File: src/rtl/rom_rd_arbiter_if.sv
// Signal bundle between the two ROM read requesters, the arbiter and the ROM.
// The master side drives the requests and the ROM read data; the arbiter is the slave.
interface rom_rd_arbiter_if #(
  parameter int ADDR_WIDTH = 10,
  parameter int DATA_WIDTH = 32
);
  logic                  req0;
  logic [ADDR_WIDTH-1:0] addr0;
  logic                  gnt0;
  logic                  rvalid0;
  logic [DATA_WIDTH-1:0] rdata0;

  logic                  req1;
  logic [ADDR_WIDTH-1:0] addr1;
  logic                  gnt1;
  logic                  rvalid1;
  logic [DATA_WIDTH-1:0] rdata1;

  logic [ADDR_WIDTH-1:0] rom_addr;
  logic [DATA_WIDTH-1:0] rom_rd_data;

  modport master (
    output req0, addr0, req1, addr1, rom_rd_data,
    input  gnt0, rvalid0, rdata0, gnt1, rvalid1, rdata1, rom_addr
  );

  modport slave (
    input  req0, addr0, req1, addr1, rom_rd_data,
    output gnt0, rvalid0, rdata0, gnt1, rvalid1, rdata1, rom_addr
  );
endinterface

File: src/rtl/rom_rd_arbiter.sv
// Round-robin arbiter sharing one single-port ROM between instruction fetch (port 0)
// and data-side constant load (port 1); a tag pipeline routes each word back to its issuer.
module rom_rd_arbiter #(
  parameter int ADDR_WIDTH = 10,
  parameter int DATA_WIDTH = 32,
  parameter int RD_LATENCY = 1
) (
  input  logic               i_clk,
  input  logic               i_rst,
  rom_rd_arbiter_if.slave    io_bus
);

  logic                  r_last_gnt;
  logic [RD_LATENCY-1:0] r_tag_valid;
  logic [RD_LATENCY-1:0] r_tag_port;

  logic                  w_winner;
  logic                  w_grant_valid;
  logic [ADDR_WIDTH-1:0] w_rom_addr;
  logic                  w_resp_valid;
  logic                  w_resp_port;
  logic                  w_rvalid0;
  logic                  w_rvalid1;

  // Pick the winner; under contention the port that did not win last time gets it.
  // Grants are forced off while reset is asserted.
  always_comb begin
    w_winner      = 1'b0;
    w_grant_valid = 1'b0;
    case ({io_bus.req1, io_bus.req0})
      2'b01: begin
        w_winner      = 1'b0;
        w_grant_valid = ~i_rst;
      end
      2'b10: begin
        w_winner      = 1'b1;
        w_grant_valid = ~i_rst;
      end
      2'b11: begin
        w_winner      = ~r_last_gnt;
        w_grant_valid = ~i_rst;
      end
      default: begin
        w_winner      = 1'b0;
        w_grant_valid = 1'b0;
      end
    endcase
  end

  // Steer the winning address to the ROM; idle cycles present address zero.
  always_comb begin
    w_rom_addr = {ADDR_WIDTH{1'b0}};
    if (w_grant_valid) begin
      if (w_winner) begin
        w_rom_addr = io_bus.addr1;
      end else begin
        w_rom_addr = io_bus.addr0;
      end
    end else begin
      w_rom_addr = {ADDR_WIDTH{1'b0}};
    end
  end

  // Remember the most recent winner for round-robin fairness.
  always_ff @(posedge i_clk or posedge i_rst) begin
    if (i_rst) begin
      r_last_gnt <= 1'b1;
    end else if (w_grant_valid) begin
      r_last_gnt <= w_winner;
    end else begin
      r_last_gnt <= r_last_gnt;
    end
  end

  // Tag pipeline tracks {valid, port} of each read alongside the ROM latency.
  always_ff @(posedge i_clk or posedge i_rst) begin
    if (i_rst) begin
      r_tag_valid <= {RD_LATENCY{1'b0}};
      r_tag_port  <= {RD_LATENCY{1'b0}};
    end else begin
      r_tag_valid[0] <= w_grant_valid;
      r_tag_port[0]  <= w_winner;
      for (int k = 1; k < RD_LATENCY; k++) begin
        r_tag_valid[k] <= r_tag_valid[k-1];
        r_tag_port[k]  <= r_tag_port[k-1];
      end
    end
  end

  assign w_resp_valid = r_tag_valid[RD_LATENCY-1];
  assign w_resp_port  = r_tag_port[RD_LATENCY-1];
  assign w_rvalid0    = w_resp_valid & ~w_resp_port;
  assign w_rvalid1    = w_resp_valid &  w_resp_port;

  assign io_bus.gnt0     = w_grant_valid & ~w_winner;
  assign io_bus.gnt1     = w_grant_valid &  w_winner;
  assign io_bus.rom_addr = w_rom_addr;
  assign io_bus.rvalid0  = w_rvalid0;
  assign io_bus.rvalid1  = w_rvalid1;
  // Read data is zeroed on the port that is not being answered.
  assign io_bus.rdata0   = w_rvalid0 ? io_bus.rom_rd_data : {DATA_WIDTH{1'b0}};
  assign io_bus.rdata1   = w_rvalid1 ? io_bus.rom_rd_data : {DATA_WIDTH{1'b0}};

endmodule

File: src/flat_wrapper.sv
// flat-port wrapper written by rule: the top's interface ports become plain ports
module rom_rd_arbiter_flat 
#(
  parameter int ADDR_WIDTH = 10,
  parameter int DATA_WIDTH = 32,
  parameter int RD_LATENCY = 1
)
  (i_clk, i_rst, io_bus_req0, io_bus_addr0, io_bus_req1, io_bus_addr1, io_bus_rom_rd_data, io_bus_gnt0, io_bus_rvalid0, io_bus_rdata0, io_bus_gnt1, io_bus_rvalid1, io_bus_rdata1, io_bus_rom_addr);
  rom_rd_arbiter_if #(.ADDR_WIDTH(ADDR_WIDTH), .DATA_WIDTH(DATA_WIDTH)) io_bus_i ();
  input  logic i_clk;
  input  logic i_rst;
  input wire logic [$bits(io_bus_i.req0)-1:0] io_bus_req0;
  input wire logic [$bits(io_bus_i.addr0)-1:0] io_bus_addr0;
  input wire logic [$bits(io_bus_i.req1)-1:0] io_bus_req1;
  input wire logic [$bits(io_bus_i.addr1)-1:0] io_bus_addr1;
  input wire logic [$bits(io_bus_i.rom_rd_data)-1:0] io_bus_rom_rd_data;
  output wire logic [$bits(io_bus_i.gnt0)-1:0] io_bus_gnt0;
  output wire logic [$bits(io_bus_i.rvalid0)-1:0] io_bus_rvalid0;
  output wire logic [$bits(io_bus_i.rdata0)-1:0] io_bus_rdata0;
  output wire logic [$bits(io_bus_i.gnt1)-1:0] io_bus_gnt1;
  output wire logic [$bits(io_bus_i.rvalid1)-1:0] io_bus_rvalid1;
  output wire logic [$bits(io_bus_i.rdata1)-1:0] io_bus_rdata1;
  output wire logic [$bits(io_bus_i.rom_addr)-1:0] io_bus_rom_addr;
  assign io_bus_i.req0 = io_bus_req0;
  assign io_bus_i.addr0 = io_bus_addr0;
  assign io_bus_i.req1 = io_bus_req1;
  assign io_bus_i.addr1 = io_bus_addr1;
  assign io_bus_i.rom_rd_data = io_bus_rom_rd_data;
  assign io_bus_gnt0 = io_bus_i.gnt0;
  assign io_bus_rvalid0 = io_bus_i.rvalid0;
  assign io_bus_rdata0 = io_bus_i.rdata0;
  assign io_bus_gnt1 = io_bus_i.gnt1;
  assign io_bus_rvalid1 = io_bus_i.rvalid1;
  assign io_bus_rdata1 = io_bus_i.rdata1;
  assign io_bus_rom_addr = io_bus_i.rom_addr;
  rom_rd_arbiter #(.ADDR_WIDTH(ADDR_WIDTH), .DATA_WIDTH(DATA_WIDTH), .RD_LATENCY(RD_LATENCY)) u_core (.i_clk(i_clk), .i_rst(i_rst), .io_bus(io_bus_i));
endmodule
File: config.mk
export PLATFORM = sky130hd
export DESIGN_NAME = rom_rd_arbiter_flat
export DESIGN_NICKNAME = d
export VERILOG_FILES = /design/src/rtl/rom_rd_arbiter_if.sv /design/src/rtl/rom_rd_arbiter.sv /design/src/flat_wrapper.sv
export SDC_FILE = /design/constraint.sdc
export NUM_CORES = 1
export LEC_CHECK = 0
export BUFFER_PORTS_ARGS = -buffer_cell sky130_fd_sc_hd__buf_4
export CORE_ASPECT_RATIO = 1.75
export CORE_UTILIZATION = 29
export CTS_BUF_LIST = sky130_fd_sc_hd__clkbuf_8
export CTS_CLUSTER_DIAMETER = 150
export DETAILED_ROUTE_END_ITERATION = 8
export GPL_ROUTABILITY_DRIVEN = 0
export PLACE_DENSITY = 0.77
export SYNTH_ARGS = -nofsm -noshare
export SYNTH_HDL_FRONTEND = slang
export SYNTH_SLANG_ARGS = --single-unit
File: constraint.sdc
create_clock -name i_clk -period 1.14 [get_ports i_clk]
set_input_delay 0.228 -clock i_clk [delete_from_list [all_inputs] [get_ports i_clk]]
set_output_delay 0.228 -clock i_clk [all_outputs]
set_load 0.03 [all_outputs]
==> results of run 1 <==
==> cell usage after synthesis <==
library cell and number:
nor2_1 35, and3_1 32, nand2_1 32, nand2b_1 21, o32ai_2 9, buf_2 6
buf_4 5, clkbuf_1 5, inv_2 3, buf_6 2, dfrtp_1 2, a21bo_2 1
a22o_1 1, and2_1 1, dfstp_2 1, nor2_2 1, nor2b_1 1, nor2b_4 1
o32ai_1 1
==> stage by stage <==
step / instances / setup WS (ps)
after detailed placement: 332 / -412.4
after global placement: 332 / -393.7
after floorplan: 160 / -199.3
==> cells by family after synthesis <==
| logic type | Yosys count | synth area share |
|---|---|---|
| and+or+nand+nor | 124 | 0.6244 |
| buffers and inverters | 21 | 0.1218 |
| AOI/OAI and AO/OA | 12 | 0.1764 |
| DFF | 3 | 0.07742 |
==> results.cfg, run 1 <==
[clock_network]
clock_sinks = 3
postCtsSetupRepairBufs = 16
ctsHoldBuffers = 0
clk_path_buf_depth = 2
cts_buffers = 3
htreeDepth = 1
clock-root-buffer = clkbuf_8
cts_resized = 181

[placed_design]
port_buffers = 133
dpl.hpwl_mm = 3.205
placed_area_sq_um = 2261

[floorplanning]
rows = 27
initial_core_util = 0.3105
io_pins = 134
die_y_um = 79.14
fp.dieW_um = 46.08

[synthesis]
ys_seq_elements = 3
syn_area_per_cell_sq_um = 6.162
synth_top_cell_by_area = and3_1
synthTopCellsByArea = and3_1 20%, o32ai_2 15%, nand2b_1 13%
synth.distinct_cells = 19
netlist_area_sq_um = 985.9
ys_seq_area_frac = 0.07741
synth_top_cell_area_share = 0.2030
ys_warn_count = 0
synth_cells = 160
synth_nets = 216

[status]
error = [ERROR DPL-0038] Utilization greater than 100%, impossible to legalize
lastStage = clock tree synthesis (4_1_cts)
status = did not finish
==> inputs of run 2 (changes only) <==
CORE_AREA = 2 2 63 65   (was not set)
CORE_ASPECT_RATIO = not set   (was 1.75)
CORE_UTILIZATION = not set   (was 29)
CTS_BUF_LIST = not set   (was sky130_fd_sc_hd__clkbuf_8)
CTS_CLUSTER_DIAMETER = not set   (was 150)
DIE_AREA = 0 0 65 67   (was not set)
PLACE_DENSITY = not set   (was 0.77)
PLACE_DENSITY_LB_ADDON = 0.15   (was not set)
clock period = 1.5 ns   (was 1.14 ns; I/O delays follow)
==> run 2 against run 1 <==
The flow now finishes, with violations (negative setup slack). Synthesized cell count unchanged. Area after synthesis unchanged.
==> results.cfg, run 2 <==
[placed_design]
dpl.hpwl_mm = 2.896
port_buffers = 133
placed_area_sq_um = 1998
post-place-ws_ps = -18.00

[global_routing]
grt_pass1_vias = 1308
track_usage = 0.1566
antenna_found_initial = 0
grt_max_degree = 67
grt_pass1_wl_mm = 5.547
grt.overflow.total = 0

[route]
drc = 0
first_pass_iters = 4
vias = 1799
routedWlPerCell_um = 18.51
wl_mm = 6.535
post_drt_via_cell_ratio = 5.096
ant_nets = 0
drt_iter0_markers = 85

[synthesis]
ys_seq_elements = 3
synth_xor_area_frac = 0
synthMostInstantiatedCell = nor2_1
ys_warn_count = 0
netlist_area_sq_um = 985.9
syn_area_per_cell_sq_um = 6.162
ys_top_cells_by_count = 35 x nor2_1, 32 x and3_1, 32 x nand2_1
synth_simple_gate_area_share = 0.6244
ys.flop_type = dfrtp_1
synth_top_family_by_area = simple AND/OR/NAND/NOR gates
synth_edf_count = 0
synth_nets = 216
synth.distinct_cells = 19
synth_compound_area_frac = 0.1764
synth_cells = 160
synth_top_cell_area_share = 0.2030
synth_fa_ha_area_frac = 0
ys_seq_area_frac = 0.07741
synthTopCellsByArea = and3_1 20%, o32ai_2 15%, nand2b_1 13%
ys_async_sr_fraction = 1.000
synth_top_cell_by_area = and3_1
synth.mux.area_fraction = 0

[status]
status = complete, but fails checks
violations = negative setup slack

[critical_path]
crit_arrival_ps = 1370
startpoint = u_core.r_tag_valid
cp-end-kind = output port
cp_max_fo = 8
startpoint_type = flip-flop
cp.required_ps = 1200
r2r-start = u_core.r_last_gnt
criticalPathCategory = reg2out

[clock_network]
clock-root-buffer = clkbuf_8
ctsHoldBuffers = 0
clk_path_buf_depth = 2
htreeDepth = 1
clock_sinks = 3
cts_buffers = 3
cts_tree = built
path_clk_slew_ps = 30
clk_latency_ps = 210

[sta]
finalSetupViolCount = 76
worst_pin_slew_ps = 391.9
fmax_ghz = 0.6000
rsz0062_at_grt = yes
slew_headroom = 0.7382
skew_ps = 2.858
slew_viol_final = 0
fin_crit_sh = 1.111
hold_viol_final = 0
fin_ws_ps = -166.8
fin_crit_ps = 1667
setup_tns_ps = -6722
hold_slack_ps = 36.69

[finish]
final_cell_mix = 77 x buf_4, 65 x buf_6, 32 x and3_4
finalNetCount = 362
top_regs = u_core.r_last_gnt x1, u_core.r_tag_port x1, u_core.r_tag_valid x1
layout_commonest_cell = buf_4
drive_gt1_frac = 0.8525
area_growth_pct = 218.4
diodes = 0
n_fill_cell = 164
fin_area_sq_um = 3139

[floorplanning]
rows = 22
initial_core_util = 0.2734
fp.dieW_um = 65
fp.dieArea_sq_um = 4355
coreArea_sq_um = 3606
io_pins = 134
die_y_um = 67

[run]
drv_cap = 0

[power]
ir_drop_mv = 0.7810
power_density_nw_per_um2 = 495.8
p_leak_nw = 1.487

[worst_hold_path]
hold_path_class = in2async
[run 2: cell counts after synthesis]
No cell type changed its count.
[run 2: power by group]
group          switching, mW  internal, mW  leakage [nW]
logic                  0.619         0.583          1.43
clock network         0.0488         0.181        0.0228
registers             0.0275        0.0976        0.0327
[run 2: area by class of cell]
class / count / area, sq um / share of cell area
clock buffer: 4 / 45.04 / 0.01435
inverter: 3 / 11.26 / 0.003587
multi-input combinational: 136 / 1256 / 0.4002
sequential: 3 / 81.33 / 0.02591
tap: 48 / 60.06 / 0.01913
timing repair buffer: 159 / 1685 / 0.5369
[run 2: kinds of logic (layout without fill, tap and decap cells)]
| family | Yosys count | after routing |
|---|---|---|
| simple gates | 124 | 124 |
| buf+inv | 21 | 166 |
| compound gates | 12 | 12 |
| flops | 3 | 3 |
[run 2: routing by layer]
metal	up-vias	share of wire	track usage
met5	-	0	0
met4	0	0.027	0.03191
met3	14	0.086	0.06757
met2	114	0.52	0.3170
met1	846	0.36	0.1430
li1	825	-	-
[run 2: final timing paths]
check                                      to  slack (ps)  cells past startpoint
max                         io_bus_rdata0[22]        -170                      6
min                         u_core.r_tag_port          40                      2
max reg2reg                 u_core.r_tag_port         410                      3
min reg2reg                 u_core.r_last_gnt         590                      1
max in group asynchronous   u_core.r_last_gnt        1260                      2
min in group i_clk         u_core.r_tag_valid         330                      3
[run 2: timing repair]
item	CTS	global route
endpoints found under the setup margin	12	77
gates cloned	0	17
pin swaps	1	65
resized for setup	2	183
buffers inserted	0	5
[run 2: critical path: stages, from the launching register on]
cell and delay (ps):
dfrtp_2 390, buf_12 130, buf_6 110, buf_8 130
nand2_1 70, nor2_1 130, buf_4 180
[run 2: stage by stage]
step | total power [mW] | cells | util
2_1_floorplan | 0.5870 | 160 | -
3_3_place_gp | 0.8780 | 327 | 0.5541
3_5_place_dp | 0.8834 | 327 | 0.5541
4_1_cts | 1.124 | 331 | 0.5694
5_1_grt | 1.620 | 353 | 0.8706
6_report | 1.556 | 353 | 0.8706
No activity file was read; power rests on OpenSTA's default activity.
==> inputs of run 3 (changes only) <==
CTS_CLUSTER_DIAMETER = 120   (was not set)
MAX_ROUTING_LAYER = met4   (was not set)
PLACE_DENSITY = 0.7   (was not set)
PLACE_DENSITY_LB_ADDON = not set   (was 0.15)
==> run 3 against run 2 <==
Power decreased by 10%. The flow still finishes with violations (negative setup slack). Final area is 9.4% lower. Register-to-register slack got worse by 20 ps. Wire length shrank 22%. Critical endpoint is now io_bus_rom_addr[1]. Clock skew is 1.4 ps higher. Global-route usage increased by 1.1 points. Largest cell class unchanged. Critical path depth is 3 lower.
==> results.cfg, run 3 (synthesis gave the netlist of run 2 again) <==
[status]
status = complete, but fails checks
violations = negative setup slack

[finish]
diodes = 0
area_growth_pct = 188.6
finalNetCount = 352
layout_commonest_cell = buf_4
top_regs = u_core.r_last_gnt x1, u_core.r_tag_port x1, u_core.r_tag_valid x1
drive_gt1_frac = 0.7966
final_cell_mix = 87 x buf_4, 49 x buf_6, 32 x and3_4

[power]
power.total_mw = 1.396
p_leak_nw = 1.387
ir_drop_mv = 0.3776
power_density_nw_per_um2 = 490.7

[sta]
rsz0062_at_grt = yes
fin_crit_sh = 1.094
fin_ws_ps = -141.6
hold_viol_final = 0
worst_pin_slew_ps = 389.9
skew_ps = 4.225
fin_crit_ps = 1642
slew_viol_final = 0
finalSetupViolCount = 70
slew_headroom = 0.7395
fmax_ghz = 0.6092

[clock_network]
cts_tree = built
clk_path_buf_depth = 2
clock_sinks = 3
path_clk_slew_ps = 30
clk_latency_ps = 220
clock-root-buffer = clkbuf_8
ctsHoldBuffers = 0
cts_buffers = 3
htreeDepth = 1

[route]
routedWlPerCell_um = 14.77
first_pass_iters = 4
wl_met2_mm = 2.725
vias = 1634
dr_wl_met3_um = 494
wl_mm = 5.066
highest_layer = met4
drc = 0
post_drt_via_cell_ratio = 4.764
ant_nets = 0
wl_met1_mm = 1.831
drt_iter0_markers = 66

[floorplanning]
die_y_um = 67
rows = 22
fp.dieW_um = 65
io_pins = 134
coreArea_sq_um = 3606
initial_core_util = 0.2734
fp.dieArea_sq_um = 4355

[global_routing]
antenna_found_initial = 0
grt.overflow.total = 0
track_usage = 0.1677
grt_pass1_wl_mm = 5.789
grt_pass1_vias = 1349
grt_max_degree = 39

[placed_design]
dpl.hpwl_mm = 2.937
port_buffers = 133
post-place-ws_ps = -19.28

[critical_path]
crit_arrival_ps = 1340
cp.required_ps = 1200
r2r_slack_ps = 390
cp_max_fo = 12
cp-end-kind = output port
startpoint_type = flip-flop
criticalPathCategory = reg2out

[worst_hold_path]
hold_path_class = in2async

[run]
drv_cap = 0
-- run 3: cell count changes in the layout (fill, tap and decap cells not counted) --
cell       previous run  this run
buf_6                65        49
nor2_1               11        22
buf_4                77        87
nor2_4               19        12
clkbuf_16            10         5
nor2_2                6         2
nand2_1              10        13
nand2_4              16        14
buf_12                4         5
dfrtp_1               0         1
dfrtp_4               1         0
nand2_2               6         5
-- run 3: power by group --
part | internal (mW) | switching [mW] | total (mW)
clock network | 0.181 | 0.0547 | 0.236
registers | 0.0958 | 0.0160 | 0.112
logic | 0.493 | 0.555 | 1.05
total | 0.770 | 0.626 | 1.40
-- run 3: path summary, 6_finish.rpt --
kind | startpoint | to | cells after the start
worst min register to register | u_core.r_last_gnt | u_core.r_last_gnt | 1
max in group asynchronous | i_rst | u_core.r_last_gnt | 2
worst max register to register | u_core.r_last_gnt | u_core.r_tag_port | 3
worst min-delay path | i_rst | u_core.r_tag_valid | 2
worst max-delay path | u_core.r_last_gnt | io_bus_rom_addr[1] | 3
min in group i_clk | io_bus_req1 | u_core.r_tag_valid | 3
-- run 3: layout make-up --
class	instances	area [sq um]
tap	48	60.06
multi-input combinational	136	1176
clock buffer	4	45.04
sequential	3	77.57
fill	241	760.7
timing repair buffer	149	1475
inverter	3	11.26
-- run 3: stage by stage --
stage	hold slack (ps)	area, sq um	util	setup TNS [ps]	instances
finish	39.35	2845	0.7890	-4753	343
global route	58.56	2845	0.7890	-7335	343
CTS	38.38	2064	0.5725	-1437	332
detailed placement	267.4	2006	0.5562	-99.05	328
global placement	263.9	2006	0.5562	-9.915	328
floorplan	201.5	993.5	-	-528.7	160
-- run 3: critical path, cell delays in order, from the launching register on --
cell     delay, ps
dfstp_2        560
nor2b_4        100
o32ai_2        260
buf_4          200
-- run 3: what timing repair did --
action                                  in CTS  in global routing
cloned                                       0                  8
endpoints found under the setup margin      31                 74
buffers inserted                             0                  3
pin swaps                                    1                 60
resized for setup                            3                146
-- run 3: routing by layer --
metal / global-route usage / up-vias
li1: - / 803
met1: 0.1702 / 741
met2: 0.3222 / 88
met3: 0.04223 / 2
met4: 0.03989 / 0
met5: - / -
